## src/rtl/sram_arbiter_pkg.sv

```systemverilog
// Shared types and default timing for the sram arbiter.
// Owner encoding doubles as the value driven on the owner port.
package sram_arbiter_pkg;

    typedef enum logic [1:0] {
        OWN_NONE = 2'd0,
        OWN_VID  = 2'd1,
        OWN_CPU  = 2'd2,
        OWN_COPY = 2'd3
    } owner_t;

    typedef enum logic [1:0] {
        ST_IDLE,
        ST_ISSUE,
        ST_RELEASE,
        ST_DONE
    } state_t;

    localparam int SLOT_CYC_DEF = 24;
    localparam int GAP_CYC_DEF  = 3;

endpackage

```

## src/rtl/sram_arbiter_pick.sv

```systemverilog
// Fixed-priority winner select: video, then cpu, then copy.
// cp_first lets a starved copy request jump ahead of the cpu.
module sram_arbiter_pick
    import sram_arbiter_pkg::*;
(
    input  logic   vid_req,
    input  logic   cpu_req,
    input  logic   cp_req,
    input  logic   cp_first,
    output owner_t winner
);

    always_comb begin
        winner = OWN_NONE;
        if (vid_req)
            winner = OWN_VID;
        else if (cpu_req && !(cp_req && cp_first))
            winner = OWN_CPU;
        else if (cp_req)
            winner = OWN_COPY;
    end

endmodule

```

## src/rtl/sram_arbiter.sv

```systemverilog
// Time-sliced arbiter sharing one single-port sram between video, cpu and copy.
// The sram never acks, so every access runs a fixed slot plus a low gap.
module sram_arbiter
    import sram_arbiter_pkg::*;
#(
    parameter int AW       = 24,
    parameter int SLOT_CYC = SLOT_CYC_DEF,
    parameter int GAP_CYC  = GAP_CYC_DEF,
    parameter int CPU_MAX  = 4
) (
    input  logic          clk_ram,
    input  logic          init,
    input  logic          vid_req,
    input  logic [AW-1:0] vid_addr,
    input  logic          cpu_req,
    input  logic          cpu_we,
    input  logic [AW-1:0] cpu_addr,
    input  logic [15:0]   cpu_din,
    input  logic [1:0]    cpu_sel,
    input  logic          cp_req,
    input  logic          cp_we,
    input  logic [AW-1:0] cp_addr,
    input  logic [15:0]   cp_din,
    output logic          vid_ack,
    output logic          cpu_ack,
    output logic          cp_ack,
    output logic [15:0]   rdata,
    output logic [AW-1:0] ram_addr,
    output logic [15:0]   ram_din,
    output logic [1:0]    ram_wtbt,
    output logic          ram_we,
    output logic          ram_rd,
    input  logic [15:0]   ram_dout,
    output logic [1:0]    owner
);

    localparam int FW = $clog2(CPU_MAX + 1);
    localparam logic [4:0]    SLOT_LAST = 5'(SLOT_CYC - 1);
    localparam logic [4:0]    GAP_LAST  = 5'(GAP_CYC - 1);
    localparam logic [FW-1:0] FAIR_MAX  = FW'(CPU_MAX);

    state_t        state, state_nx;
    owner_t        own, winner;
    logic [4:0]    cnt;
    logic [FW-1:0] fair;
    logic          wr;
    logic          grant, slot_end, gap_end;
    logic [AW-1:0] sel_addr;
    logic [15:0]   sel_din;
    logic [1:0]    sel_wtbt;
    logic          sel_we;

    sram_arbiter_pick u_pick (
        .vid_req  (vid_req),
        .cpu_req  (cpu_req),
        .cp_req   (cp_req),
        .cp_first (fair == FAIR_MAX),
        .winner   (winner)
    );

    always_comb begin
        sel_addr = '0;
        sel_din  = '0;
        sel_wtbt = 2'b11;
        sel_we   = 1'b0;
        case (winner)
            OWN_VID: sel_addr = vid_addr;
            OWN_CPU: begin
                sel_addr = cpu_addr;
                sel_din  = cpu_din;
                sel_we   = cpu_we;
                sel_wtbt = cpu_we ? cpu_sel : 2'b11;
            end
            OWN_COPY: begin
                sel_addr = cp_addr;
                sel_din  = cp_din;
                sel_we   = cp_we;
            end
            default: ;
        endcase
    end

    always_comb begin
        state_nx = state;
        grant    = 1'b0;
        slot_end = 1'b0;
        gap_end  = 1'b0;
        case (state)
            ST_IDLE:
                if (winner != OWN_NONE) begin
                    grant    = 1'b1;
                    state_nx = ST_ISSUE;
                end
            ST_ISSUE:
                if (cnt == SLOT_LAST) begin
                    slot_end = 1'b1;
                    state_nx = ST_RELEASE;
                end
            ST_RELEASE:
                if (cnt == GAP_LAST) begin
                    gap_end  = 1'b1;
                    state_nx = ST_DONE;
                end
            default: state_nx = ST_IDLE;
        endcase
    end

    always_ff @(posedge clk_ram or posedge init) begin
        if (init)
            state <= ST_IDLE;
        else
            state <= state_nx;
    end

    always_ff @(posedge clk_ram or posedge init) begin
        if (init) begin
            cnt      <= '0;
            fair     <= '0;
            own      <= OWN_NONE;
            wr       <= 1'b0;
            vid_ack  <= 1'b0;
            cpu_ack  <= 1'b0;
            cp_ack   <= 1'b0;
            rdata    <= '0;
            ram_addr <= '0;
            ram_din  <= '0;
            ram_wtbt <= 2'b11;
            ram_we   <= 1'b0;
            ram_rd   <= 1'b0;
        end else begin
            vid_ack <= 1'b0;
            cpu_ack <= 1'b0;
            cp_ack  <= 1'b0;
            cnt     <= (state_nx != state || state == ST_IDLE) ? '0 : cnt + 5'd1;
            if (grant) begin
                own      <= winner;
                wr       <= sel_we;
                ram_addr <= sel_addr;
                ram_din  <= sel_din;
                ram_wtbt <= sel_wtbt;
                ram_we   <= sel_we;
                ram_rd   <= !sel_we;
            end
            if (slot_end) begin
                ram_we <= 1'b0;
                ram_rd <= 1'b0;
            end
            // ack and read data are registered so both are valid during DONE
            if (gap_end) begin
                vid_ack <= (own == OWN_VID);
                cpu_ack <= (own == OWN_CPU);
                cp_ack  <= (own == OWN_COPY);
                if (!wr)
                    rdata <= ram_dout;
            end
            if (state == ST_DONE)
                own <= OWN_NONE;
            if (!cp_req)
                fair <= '0;
            else if (grant && winner == OWN_COPY)
                fair <= '0;
            else if (grant && winner == OWN_CPU && fair != FAIR_MAX)
                fair <= fair + 1'b1;
        end
    end

    assign owner = own;

endmodule

```

## config.mk

```make
export PLATFORM = sky130hd
export DESIGN_NAME = sram_arbiter
export DESIGN_NICKNAME = d
export VERILOG_FILES = /design/src/rtl/sram_arbiter_pkg.sv /design/src/rtl/sram_arbiter_pick.sv /design/src/rtl/sram_arbiter.sv
export SDC_FILE = /design/constraint.sdc
export NUM_CORES = 1
export LEC_CHECK = 0
export ABC_AREA = 1
export BUFFER_PORTS_ARGS = -buffer_cell sky130_fd_sc_hd__buf_2
export CAP_MARGIN = 5
export CORE_UTILIZATION = 49
export CTS_BUF_LIST = sky130_fd_sc_hd__clkbuf_4
export DETAILED_ROUTE_END_ITERATION = 6
export PLACE_DENSITY = 0.83
export SYNTH_ARGS = -nofsm -noshare
export SYNTH_HDL_FRONTEND = slang
export SYNTH_SLANG_ARGS = --single-unit
```

## constraint.sdc

```tcl
create_clock -name clk_ram -period 2.9 [get_ports clk_ram]
set_clock_uncertainty 0.15 [all_clocks]
set_input_delay 0.29 -clock clk_ram [delete_from_list [all_inputs] [get_ports clk_ram]]
set_output_delay 0.29 -clock clk_ram [all_outputs]
set_load 0.02 [all_outputs]
```

==> tab_implementation.tex, run 1 <==
\begin{tabular}{lr}
\hline
Metric & Value \\
\hline
\multicolumn{2}{l}{\textbf{GRT}} \\
\quad First-pass GRT wire length & 18900 um \\
\quad Number of global-route vias before repair & 4203 \\
\quad Leftover overflow at the end of global routing & 0 \\
\quad Initial antenna violation count & 0 \\
\quad Pin count of the biggest net entering global routing & 44 \\
\quad All-Layer GR Usage & 27.2\% \\
\multicolumn{2}{l}{\textbf{Cells and area}} \\
\quad Final-layout fill cell count & 708 \\
\quad Number of nets in the layout & 894 \\
\quad Share of final-layout standard cells stronger than drive strength 1 & 30.7\% \\
\quad Layout-stage area growth over the synthesis result & 32.1\% \\
\quad Antenna diode instance count & 0 \\
\multicolumn{2}{l}{\textbf{Worst setup path}} \\
\quad Register-to-Register Setup Slack & 0.82 ns \\
\quad Startpoint kind of the worst setup timing path & register \\
\quad Kind of critical path & reg2reg \\
\quad R2R depth & 5 \\
\quad Capturing point of the worst reg2reg path & ram\_wtbt[0]\$\_DFFE\_PP1N\_ \\
\quad Crit path max-delay cell type & sky130\_fd\_sc\_hd\_\_inv\_2 \\
\quad Buffer and inverter count on the worst path & 1 \\
\quad Required arrival time at the worst endpoint & 3.11 ns \\
\quad CP top delay family & simple AND/OR/NAND/NOR gates \\
\quad Worst-path cell chain & nor2\_1 > nand2\_2 > inv\_2 > o21ai\_0 > nand2\_1 \\
\quad Data arrival time at the worst-slack endpoint & 2.29 ns \\
\quad Delay of the slowest cell on the worst path & 0.61 ns \\
\quad Launch point of the worst reg-to-reg path & state[1]\$\_DFF\_PP0\_ \\
\quad Endpoint type of the worst setup path & register \\
\quad Worst-path maximum fanout & 43 \\
\multicolumn{2}{l}{\textbf{Pwr}} \\
\quad Switching part of the total & 41.7\% \\
\quad Power density normalized to cell area & 798 nW/um\^{}2 \\
\quad Comb power frac & 43.5\% \\
\quad Peak ir drop on the vdd network & 0.392 mV \\
\quad Internal power contribution & 0.00258 W \\
\quad Reported leakage power & 3.20 nW \\
\quad Switching power & 0.00184 W \\
\quad Clk pwr share & 18.7\% \\
\quad Sequential group share of total power & 37.8\% \\
\multicolumn{2}{l}{\textbf{Floorplan}} \\
\quad Number of rows in the core area & 33 \\
\quad CORE AREA & 8260 um\^{}2 \\
\quad Die area & 8930 um\^{}2 \\
\quad Die boundary height & 94.5 um \\
\quad Number of top-level design ports & 194 \\
\quad DIE WIDTH & 94.5 um \\
\quad Effective utilization at floorplan & 50.8\% \\
\multicolumn{2}{l}{\textbf{STA}} \\
\quad Achievable clock frequency & 0.481 GHz \\
\quad Endpoints failing hold & 0 \\
\quad Max-Slew Margin vs Limit & 51.1\% \\
\quad Clock period minus final worst setup slack & 2.08 ns \\
\quad Final TNS setup & 0 ns \\
\quad Setup violation total in the final timing report & 0 \\
\quad Unrepaired setup endpoints after global routing & false \\
\quad Fin. max-slew vios & 0 \\
\quad Tightest hold margin & 0.0212 ns \\
\quad Slew @ Worst Pin & 0.733 ns \\
\quad Portion of the clock cycle consumed by the worst path in the final layout & 71.7\% \\
\multicolumn{2}{l}{\textbf{Synthesis}} \\
\quad Cell with the most instances after synthesis & sky130\_fd\_sc\_hd\_\_nand2\_1 \\
\quad Number of register bits inferred by synthesis & 76 \\
\quad Most common library cells after synthesis & sky130\_fd\_sc\_hd\_\_nand2\_1 (167), sky130\_fd\_sc\_hd\_\_nand3\_1 (89), sky130\_fd\_sc\_hd\_\_dfrtp\_1 (74), sky130\_fd\_sc\_hd\_\_inv\_1 (64), sky130\_fd\_sc\_hd\_\_nand4\_1 (41) \\
\quad Dominant cells by area after synthesis & sky130\_fd\_sc\_hd\_\_dfrtp\_1 (44\%), sky130\_fd\_sc\_hd\_\_nand2\_1 (15\%), sky130\_fd\_sc\_hd\_\_nand3\_1 (11\%) \\
\quad Mean Syn Cell Area & 7.39 um\^{}2 \\
\quad Combined area of all synthesized cells & 4190 um\^{}2 \\
\quad Area leader, netlist & sky130\_fd\_sc\_hd\_\_dfrtp\_1 \\
\quad Area share of the largest cell type after synthesis & 44.2\% \\
\quad Cells after synthesis & 567 \\
\quad Number of distinct library cells after synthesis & 27 \\
\quad Fraction of registers with async set/reset & 100\% \\
\quad Seq/Total Area, Yosys & 45.4\% \\
\quad Number of enable flip-flop cells after synthesis & 0 \\
\quad Synthesized net count & 700 \\
\quad Prevailing post-synth register cell & sky130\_fd\_sc\_hd\_\_dfrtp\_1 \\
\quad Total of warnings raised by yosys & 0 \\
\multicolumn{2}{l}{\textbf{Routing}} \\
\quad Iteration-0 DRC Markers & 283 \\
\quad Routed via count divided by cell count & 5.14 \\
\quad Vias after detailed routing & 4478 \\
\quad Total met3 wirelength after detailed routing & 949 um \\
\quad Remaining antenna violation count & 0 \\
\quad Routed wire length & 11900 um \\
\quad Detail-routed net length per standard cell & 13.7 um \\
\quad First-pass iteration count of the detailed router & 4 \\
\quad Met2 WL & 5660 um \\
\quad Met1 Wirelength & 4920 um \\
\quad Top layer used by detailed routing & met4 \\
\quad DRC & 0 \\
\multicolumn{2}{l}{\textbf{Clock network}} \\
\quad Clock buffer depth & 2 \\
\quad Level count of the clock H-tree & 3 \\
\quad Number of clock buffers inserted by TritonCTS & 9 \\
\quad Worst-skew pair later-pin latency & 0.42 ns \\
\quad Sink Count & 76 \\
\quad \# Post-CTS Setup Buffers & 0 \\
\quad Clock tree from TritonCTS & done \\
\quad Root buffer selected by CTS & sky130\_fd\_sc\_hd\_\_clkbuf\_4 \\
\quad Quantity of hold-fixing buffers added after cts & 18 \\
\quad Clock transition at the register clock pins on the worst setup and hold paths after CTS & 0.14 ns \\
\quad Count of instances resized after the clock tree is built & 0 \\
\multicolumn{2}{l}{\textbf{Hold path}} \\
\quad End point of the worst hold path & ram\_din[2]\$\_DFFE\_PP0N\_ \\
\quad Beginning of the worst hold path & cpu\_din[2] \\
\quad Hold Crit Depth & 5 \\
\quad Worst hold path class & in2reg \\
\multicolumn{2}{l}{\textbf{Job}} \\
\quad Number of max-capacitance violations reported & 0 \\
\multicolumn{2}{l}{\textbf{Place}} \\
\quad Estimated wirelength of the detail-placed design & 8300 um \\
\quad Port buffer count & 193 \\
\quad Routability congestion estimate & 0.834 \\
\multicolumn{2}{l}{\textbf{Outcome}} \\
\quad Result of the run & completed \\
\hline
\end{tabular}
## registers in the layout, summed over array words and instances (netlist names), 2 cells and up
| name | cells |
|---|---|
| cnt | 5 |
| state | 2 |
| ram_wtbt | 2 |
| ram_din | 16 |
| ram_addr | 24 |
| fair | 3 |
| owner | 2 |
| rdata | 16 |
## worst max-delay path by stage
stage / startpoint / end / depth (start not counted)
global route: state[1]$_DFF_PP0_ / ram_wtbt[1]$_DFFE_PP1N_ / 5
global placement: cp_req / ram_addr[10]$_DFFE_PP0N_ / 8
detailed placement: vid_req / ram_wtbt[0]$_DFFE_PP1N_ / 7
CTS: state[1]$_DFF_PP0_ / ram_wtbt[0]$_DFFE_PP1N_ / 5
floorplan: init / cnt[0]$_DFF_PP0_ / 1
finish: state[1]$_DFF_PP0_ / ram_wtbt[0]$_DFFE_PP1N_ / 5
## metrics by stage
stage               util (%)  area (um^2)  total power (W)  instances  worst slack (ns)
floorplan                  -         4190          0.00298        567             0.525
global placement        62.6         5170          0.00352        837             0.642
detailed placement      62.6         5170          0.00360        837             0.543
CTS                     67.1         5540          0.00444        871             0.815
global route            67.1         5540          0.00472        871             0.596
finish                  67.1         5540          0.00442        871             0.820
## metal layers
metal,global-route usage [%],vias up
met3,6.20,33
met1,33.1,2036
met2,45.4,215
met5,0,-
li1,-,2194
met4,13.3,0
## layout make-up
cell class,instances,area [um^2],share of cell area (%)
clock buffer,10,75.1,1.36
clock inverter,6,111,2.01
inverter,67,253,4.56
multi-input combinational,388,1850,33.3
sequential,76,1900,34.4
tap,105,131,2.37
timing repair buffer,219,1220,22.0
## worst register-to-register path, stage by stage, from the launching register on
cell	delay (ns)
sky130_fd_sc_hd__dfrtp_1	0.44
sky130_fd_sc_hd__nor2_1	0.18
sky130_fd_sc_hd__nand2_2	0.32
sky130_fd_sc_hd__inv_2	0.61
sky130_fd_sc_hd__o21ai_0	0.22
sky130_fd_sc_hd__nand2_1	0.11
## layout by cell type, fill, tap and decap left out, drive strengths merged, types with 4 or more instances in the layout
cell type    synthesis  final
dfrtp               74     74
a21oi                6      6
dlygate4sd3          0     18
inv                 66     66
nand4               41     41
nand3               89     89
nand2              171    171
or2                 26     26
buf                 24    201
clkbuf              12     10
o21ai                7      7
nor2                36     36
ha                   4      4
## kinds of logic after synthesis
| family | share of synthesized area, % |
|---|---|
| compound gates | 1.70 |
| simple gates | 40.2 |
| fa+ha+maj | 1.19 |
| flops | 45.4 |
| buf+inv | 10.7 |
| xor+xnor | 0.836 |
## power by group through the flow
stage	Combinational, W	Clock [W]	Sequential (W)
after floorplan	0.000941	0	0.00204
after detailed placement	0.00192	0	0.00168
after CTS	0.00193	0.000837	0.00167
after global routing	0.00214	0.000874	0.00171
final	0.00192	0.000827	0.00167
after global placement	0.00185	0	0.00167
(Power assumes the default switching activity.)
==> run 2, diff against run 1 <==
--- a/config.mk
+++ b/config.mk
@@ -5,13 +5,13 @@
 export SDC_FILE = /design/constraint.sdc
 export NUM_CORES = 1
 export LEC_CHECK = 0
-export ABC_AREA = 1
+export ABC_AREA = 0
 export BUFFER_PORTS_ARGS = -buffer_cell sky130_fd_sc_hd__buf_2
 export CAP_MARGIN = 5
-export CORE_UTILIZATION = 49
+export CORE_UTILIZATION = 41
 export CTS_BUF_LIST = sky130_fd_sc_hd__clkbuf_4
 export DETAILED_ROUTE_END_ITERATION = 6
-export PLACE_DENSITY = 0.83
+export PLACE_DENSITY = 0.78
 export SYNTH_ARGS = -nofsm -noshare
 export SYNTH_HDL_FRONTEND = slang
 export SYNTH_SLANG_ARGS = --single-unit
==> constraint.sdc (replaced) <==
create_clock -name clk_ram -period 1.9 [get_ports clk_ram]
set_clock_uncertainty 0.15 [all_clocks]
set_input_delay 0.19 -clock clk_ram [delete_from_list [all_inputs] [get_ports clk_ram]]
set_output_delay 0.19 -clock clk_ram [all_outputs]
set_load 0.02 [all_outputs]
==> tab_implementation.tex, run 2 <==
\begin{tabular}{lr}
\hline
Metric & Value \\
\hline
\multicolumn{2}{l}{\textbf{Outcome}} \\
\quad Violated checks & design-rule violations, negative setup slack \\
\quad Result of the run & complete, but fails checks (was completed) \\
\multicolumn{2}{l}{\textbf{Place}} \\
\quad Routability congestion estimate & 0.774 (was 0.834) \\
\quad Port buffer count & 193 (unchanged) \\
\quad Estimated wirelength of the detail-placed design & 7520 um (was 8300 um) \\
\quad Number of placed cells counting well taps & 607 (was 837) \\
\multicolumn{2}{l}{\textbf{Synthesis}} \\
\quad Portion of netlist area occupied by mux cells & 6.39\% (was 0\%) \\
\quad Most common library cells after synthesis & sky130\_fd\_sc\_hd\_\_dfrtp\_1 (74), sky130\_fd\_sc\_hd\_\_nor2\_1 (33), sky130\_fd\_sc\_hd\_\_a21oi\_1 (25), sky130\_fd\_sc\_hd\_\_a222oi\_1 (24) (was sky130\_fd\_sc\_hd\_\_nand2\_1 (167), sky130\_fd\_sc\_hd\_\_nand3\_1 (89), sky130\_fd\_sc\_hd\_\_dfrtp\_1 (74), sky130\_fd\_sc\_hd\_\_inv\_1 (64), sky130\_fd\_sc\_hd\_\_nand4\_1 (41)) \\
\quad Area fraction in and, or, nand and nor cells after synthesis & 10.6\% (was 40.2\%) \\
\quad Cells after synthesis & 305 (was 567) \\
\quad Area leader, netlist & sky130\_fd\_sc\_hd\_\_dfrtp\_1 (unchanged) \\
\quad Total of warnings raised by yosys & 0 (unchanged) \\
\quad Synthesized net count & 438 (was 700) \\
\quad Number of distinct library cells after synthesis & 39 (was 27) \\
\quad Dominant cells by area after synthesis & sky130\_fd\_sc\_hd\_\_dfrtp\_1 (54\%), sky130\_fd\_sc\_hd\_\_a222oi\_1 (7.1\%), sky130\_fd\_sc\_hd\_\_mux2\_4 (4.4\%) (was sky130\_fd\_sc\_hd\_\_dfrtp\_1 (44\%), sky130\_fd\_sc\_hd\_\_nand2\_1 (15\%), sky130\_fd\_sc\_hd\_\_nand3\_1 (11\%)) \\
\quad Mean Syn Cell Area & 11.2 um\^{}2 (was 7.39 um\^{}2) \\
\quad Synth Area in Adders & 1.47\% (was 1.19\%) \\
\quad Number of enable flip-flop cells after synthesis & 0 (unchanged) \\
\quad Prevailing post-synth register cell & sky130\_fd\_sc\_hd\_\_dfrtp\_1 (unchanged) \\
\quad Fraction of registers with async set/reset & 100\% (unchanged) \\
\quad Cell with the most instances after synthesis & sky130\_fd\_sc\_hd\_\_dfrtp\_1 (was sky130\_fd\_sc\_hd\_\_nand2\_1) \\
\quad Seq/Total Area, Yosys & 55.9\% (was 45.4\%) \\
\quad Dominant combinational cell family by area after synthesis & compound AO/OA/AOI/OAI gates (was simple AND/OR/NAND/NOR gates) \\
\quad Area share of the largest cell type after synthesis & 54.4\% (was 44.2\%) \\
\quad Number of register bits inferred by synthesis & 76 (unchanged) \\
\quad Combined area of all synthesized cells & 3400 um\^{}2 (was 4190 um\^{}2) \\
\quad Xor/xnor share of the synthesized area & 0.772\% (was 0.836\%) \\
\quad Post-synthesis compound-gate area fraction & 21.0\% (was 1.70\%) \\
\multicolumn{2}{l}{\textbf{Clock network}} \\
\quad Sink Count & 76 (unchanged) \\
\quad Clock tree from TritonCTS & done (unchanged) \\
\quad Level count of the clock H-tree & 3 (unchanged) \\
\quad Number of clock buffers inserted by TritonCTS & 9 (unchanged) \\
\quad Clock transition at the register clock pins on the worst setup and hold paths after CTS & 0.12 ns (was 0.14 ns) \\
\quad Root buffer selected by CTS & sky130\_fd\_sc\_hd\_\_clkbuf\_4 (unchanged) \\
\quad Worst-skew pair later-pin latency & 0.39 ns (was 0.42 ns) \\
\quad Clock buffer depth & 2 (unchanged) \\
\multicolumn{2}{l}{\textbf{STA}} \\
\quad Fin. max-slew vios & 0 (unchanged) \\
\quad Achievable clock frequency & 0.462 GHz (was 0.481 GHz) \\
\quad Clock period minus final worst setup slack & 2.17 ns (was 2.08 ns) \\
\quad Slew @ Worst Pin & 0.524 ns (was 0.733 ns) \\
\quad Max-Slew Margin vs Limit & 65.0\% (was 51.1\%) \\
\quad Endpoints failing hold & 0 (unchanged) \\
\quad Tightest hold margin & 0.0373 ns (was 0.0212 ns) \\
\quad Fin worst setup slack & -0.267 ns (was 0.820 ns) \\
\quad Setup violation total in the final timing report & 17 (was 0) \\
\quad Portion of the clock cycle consumed by the worst path in the final layout & 114\% (was 71.7\%) \\
\quad Unrepaired setup endpoints after global routing & true (was false) \\
\multicolumn{2}{l}{\textbf{Routing}} \\
\quad Routed via count divided by cell count & 5.46 (was 5.14) \\
\quad Iteration-0 DRC Markers & 255 (was 283) \\
\quad Detail-routed net length per standard cell & 18.7 um (was 13.7 um) \\
\quad Vias after detailed routing & 4105 (was 4478) \\
\quad Remaining antenna violation count & 0 (unchanged) \\
\quad DRC & 25 (was 0) \\
\quad Routed wire length & 14000 um (was 11900 um) \\
\quad First-pass iteration count of the detailed router & 7 (was 4) \\
\multicolumn{2}{l}{\textbf{Hold path}} \\
\quad Hold Crit Depth & 3 (was 5) \\
\quad End point of the worst hold path & ram\_addr[5]\$\_DFFE\_PP0N\_ (was ram\_din[2]\$\_DFFE\_PP0N\_) \\
\quad Worst hold path class & in2reg (unchanged) \\
\quad Beginning of the worst hold path & vid\_addr[5] (was cpu\_din[2]) \\
\multicolumn{2}{l}{\textbf{Worst setup path}} \\
\quad Worst-path maximum fanout & 12 (was 43) \\
\quad Launch point of the worst reg-to-reg path & cnt[0]\$\_DFF\_PP0\_ (was state[1]\$\_DFF\_PP0\_) \\
\quad Data arrival time at the worst-slack endpoint & 2.31 ns (was 2.29 ns) \\
\quad Endpoint type of the worst setup path & register (unchanged) \\
\quad Register-to-Register Setup Slack & -0.27 ns (was 0.82 ns) \\
\quad Startpoint kind of the worst setup timing path & register (unchanged) \\
\quad Capturing point of the worst reg2reg path & rdata[1]\$\_DFFE\_PP0P\_ (was ram\_wtbt[0]\$\_DFFE\_PP1N\_) \\
\quad R2R depth & 7 (was 5) \\
\quad Kind of critical path & reg2reg (unchanged) \\
\quad Required arrival time at the worst endpoint & 2.04 ns (was 3.11 ns) \\
\multicolumn{2}{l}{\textbf{Pwr}} \\
\quad Power density normalized to cell area & 1060 nW/um\^{}2 (was 798 nW/um\^{}2) \\
\quad Reported leakage power & 3.02 nW (was 3.20 nW) \\
\quad Peak ir drop on the vdd network & 0.554 mV (was 0.392 mV) \\
\quad PnR Total Power & 0.00656 W (was 0.00442 W) \\
\multicolumn{2}{l}{\textbf{GRT}} \\
\quad Leftover overflow at the end of global routing & 0 (unchanged) \\
\quad All-Layer GR Usage & 31.8\% (was 27.2\%) \\
\quad Initial antenna violation count & 1 (was 0) \\
\quad Number of global-route vias before repair & 4455 (was 4203) \\
\quad First-pass GRT wire length & 20900 um (was 18900 um) \\
\quad Pin count of the biggest net entering global routing & 50 (was 44) \\
\multicolumn{2}{l}{\textbf{Cells and area}} \\
\quad FF/Latch Area & 1900 um\^{}2 (unchanged) \\
\quad Flip-flop count of the largest register, all copies and words added & 24 (unchanged) \\
\quad Final-layout fill cell count & 480 (was 708) \\
\quad Number of nets in the layout & 777 (was 894) \\
\quad Register bank with the most flops & ram\_addr (unchanged) \\
\quad Multi-input combinational cell area & 1450 um\^{}2 (was 1850 um\^{}2) \\
\quad Filler-free cell count of the finished design & 752 (was 871) \\
\quad Most frequent cells in the layout & sky130\_fd\_sc\_hd\_\_buf\_2 (193), sky130\_fd\_sc\_hd\_\_dlygate4sd3\_1 (123), sky130\_fd\_sc\_hd\_\_dfrtp\_1 (74) (was sky130\_fd\_sc\_hd\_\_buf\_2 (193), sky130\_fd\_sc\_hd\_\_nand2\_1 (167), sky130\_fd\_sc\_hd\_\_nand3\_1 (89)) \\
\quad Share of final-layout standard cells stronger than drive strength 1 & 42.4\% (was 30.7\%) \\
\quad Registers with the most flip-flops & ram\_addr (24), ram\_din (16), rdata (16) (unchanged) \\
\quad Utilization after layout & 78.5\% (was 67.1\%) \\
\quad Most common cell after layout, fill and taps aside & sky130\_fd\_sc\_hd\_\_buf\_2 (unchanged) \\
\quad Layout-stage area growth over the synthesis result & 81.8\% (was 32.1\%) \\
\multicolumn{2}{l}{\textbf{Floorplan}} \\
\quad DIE WIDTH & 93.1 um (was 94.5 um) \\
\quad Die area & 8670 um\^{}2 (was 8930 um\^{}2) \\
\quad Effective utilization at floorplan & 43.2\% (was 50.8\%) \\
\quad Die boundary height & 93.1 um (was 94.5 um) \\
\quad CORE AREA & 7890 um\^{}2 (was 8260 um\^{}2) \\
\quad Number of rows in the core area & 32 (was 33) \\
\quad Number of top-level design ports & 194 (unchanged) \\
\multicolumn{2}{l}{\textbf{Job}} \\
\quad Number of max-capacitance violations reported & 0 (unchanged) \\
\hline
\end{tabular}
-- run 2: changes by cell type in the layout (fill, tap and decap cells not counted), sizes merged, moves of 17 or more --
cell         change
nand2          -148
a21oi           +19
buf             +26
dlygate4sd3    +105
a222oi          +24
nand3           -83
inv             -61
a22oi           +17
nand4           -40
or2             -25
-- run 2: how the worst max path moves through the flow --
| stage | startpoint | end | cells after the start |
|---|---|---|---|
| finish | cnt[0]$_DFF_PP0_ | rdata[1]$_DFFE_PP0P_ | 7 |
| CTS | cnt[0]$_DFF_PP0_ | rdata[2]$_DFFE_PP0P_ | 7 |
| global route | cnt[0]$_DFF_PP0_ | rdata[15]$_DFFE_PP0P_ | 7 |
| floorplan | cnt[0]$_DFF_PP0_ | rdata[0]$_DFFE_PP0P_ | 7 |
| detailed placement | cnt[0]$_DFF_PP0_ | rdata[13]$_DFFE_PP0P_ | 7 |
| global placement | cnt[0]$_DFF_PP0_ | rdata[11]$_DFFE_PP0P_ | 7 |
-- run 2: cell type report --
cell class | count | area share [%]
timing repair buffer | 351 | 41.1
clock buffer | 9 | 1.09
sequential | 76 | 30.8
inverter | 6 | 0.425
tap | 102 | 2.06
clock inverter | 7 | 1.09
antenna | 1 | 0.0404
multi-input combinational | 200 | 23.4
-- run 2: timing repair --
item | in CTS | in global routing
hold buffers | 123 | 0
hold endpoints to repair | 135 | 0
gates resized for setup | 5 | 28
pin swaps | 0 | 10
setup endpoints to repair | 44 | 52
setup buffers | 0 | 3
gates cloned | 0 | 2
-- run 2: worst max-delay path: stages (launching register included) --
cell,delay (ns)
sky130_fd_sc_hd__dfrtp_1,0.40
sky130_fd_sc_hd__inv_1,0.06
sky130_fd_sc_hd__ha_1,0.14
sky130_fd_sc_hd__or4b_4,0.46
sky130_fd_sc_hd__or2_4,0.27
sky130_fd_sc_hd__nor2_8,0.11
sky130_fd_sc_hd__buf_12,0.16
sky130_fd_sc_hd__mux2_4,0.32
-- run 2: per-layer routing --
metal | global-route usage (%) | up-vias | part of all wire (%)
li1 | - | 1817 | -
met1 | 31.9 | 1943 | 35
met2 | 56.6 | 262 | 51
met5 | 0 | - | 0
met4 | 24.2 | 0 | 5.8
met3 | 7.40 | 83 | 7.9
-- run 2: kinds of logic (layout without fill, tap and decap cells) --
| group | Yosys count | after routing |
|---|---|---|
| AOI/OAI and AO/OA | 101 | 101 |
| buffers and inverters | 29 | 373 |
| xor gates and xnor gates | 3 | 3 |
| other | 0 | 1 |
| and+or+nand+nor | 76 | 76 |
| muxes | 16 | 16 |
| DFF | 76 | 76 |
| adders and majority gates | 4 | 4 |
-- run 2: report_power, final --
part           switching, W  total, W  internal (W)
sequential         0.000348   0.00254       0.00219
combinational       0.00181   0.00306       0.00125
clock              0.000565  0.000960      0.000395
total               0.00273   0.00656       0.00383
-- run 2: metrics by stage --
step	setup WS (ns)	area (um^2)	setup TNS, ns
detailed placement	-0.281	4700	-5.46
finish	-0.267	6190	-3.98
global placement	-0.220	4700	-3.28
global route	-0.339	6190	-5.41
floorplan	-0.243	3410	-3.26
CTS	-0.267	6080	-4.01
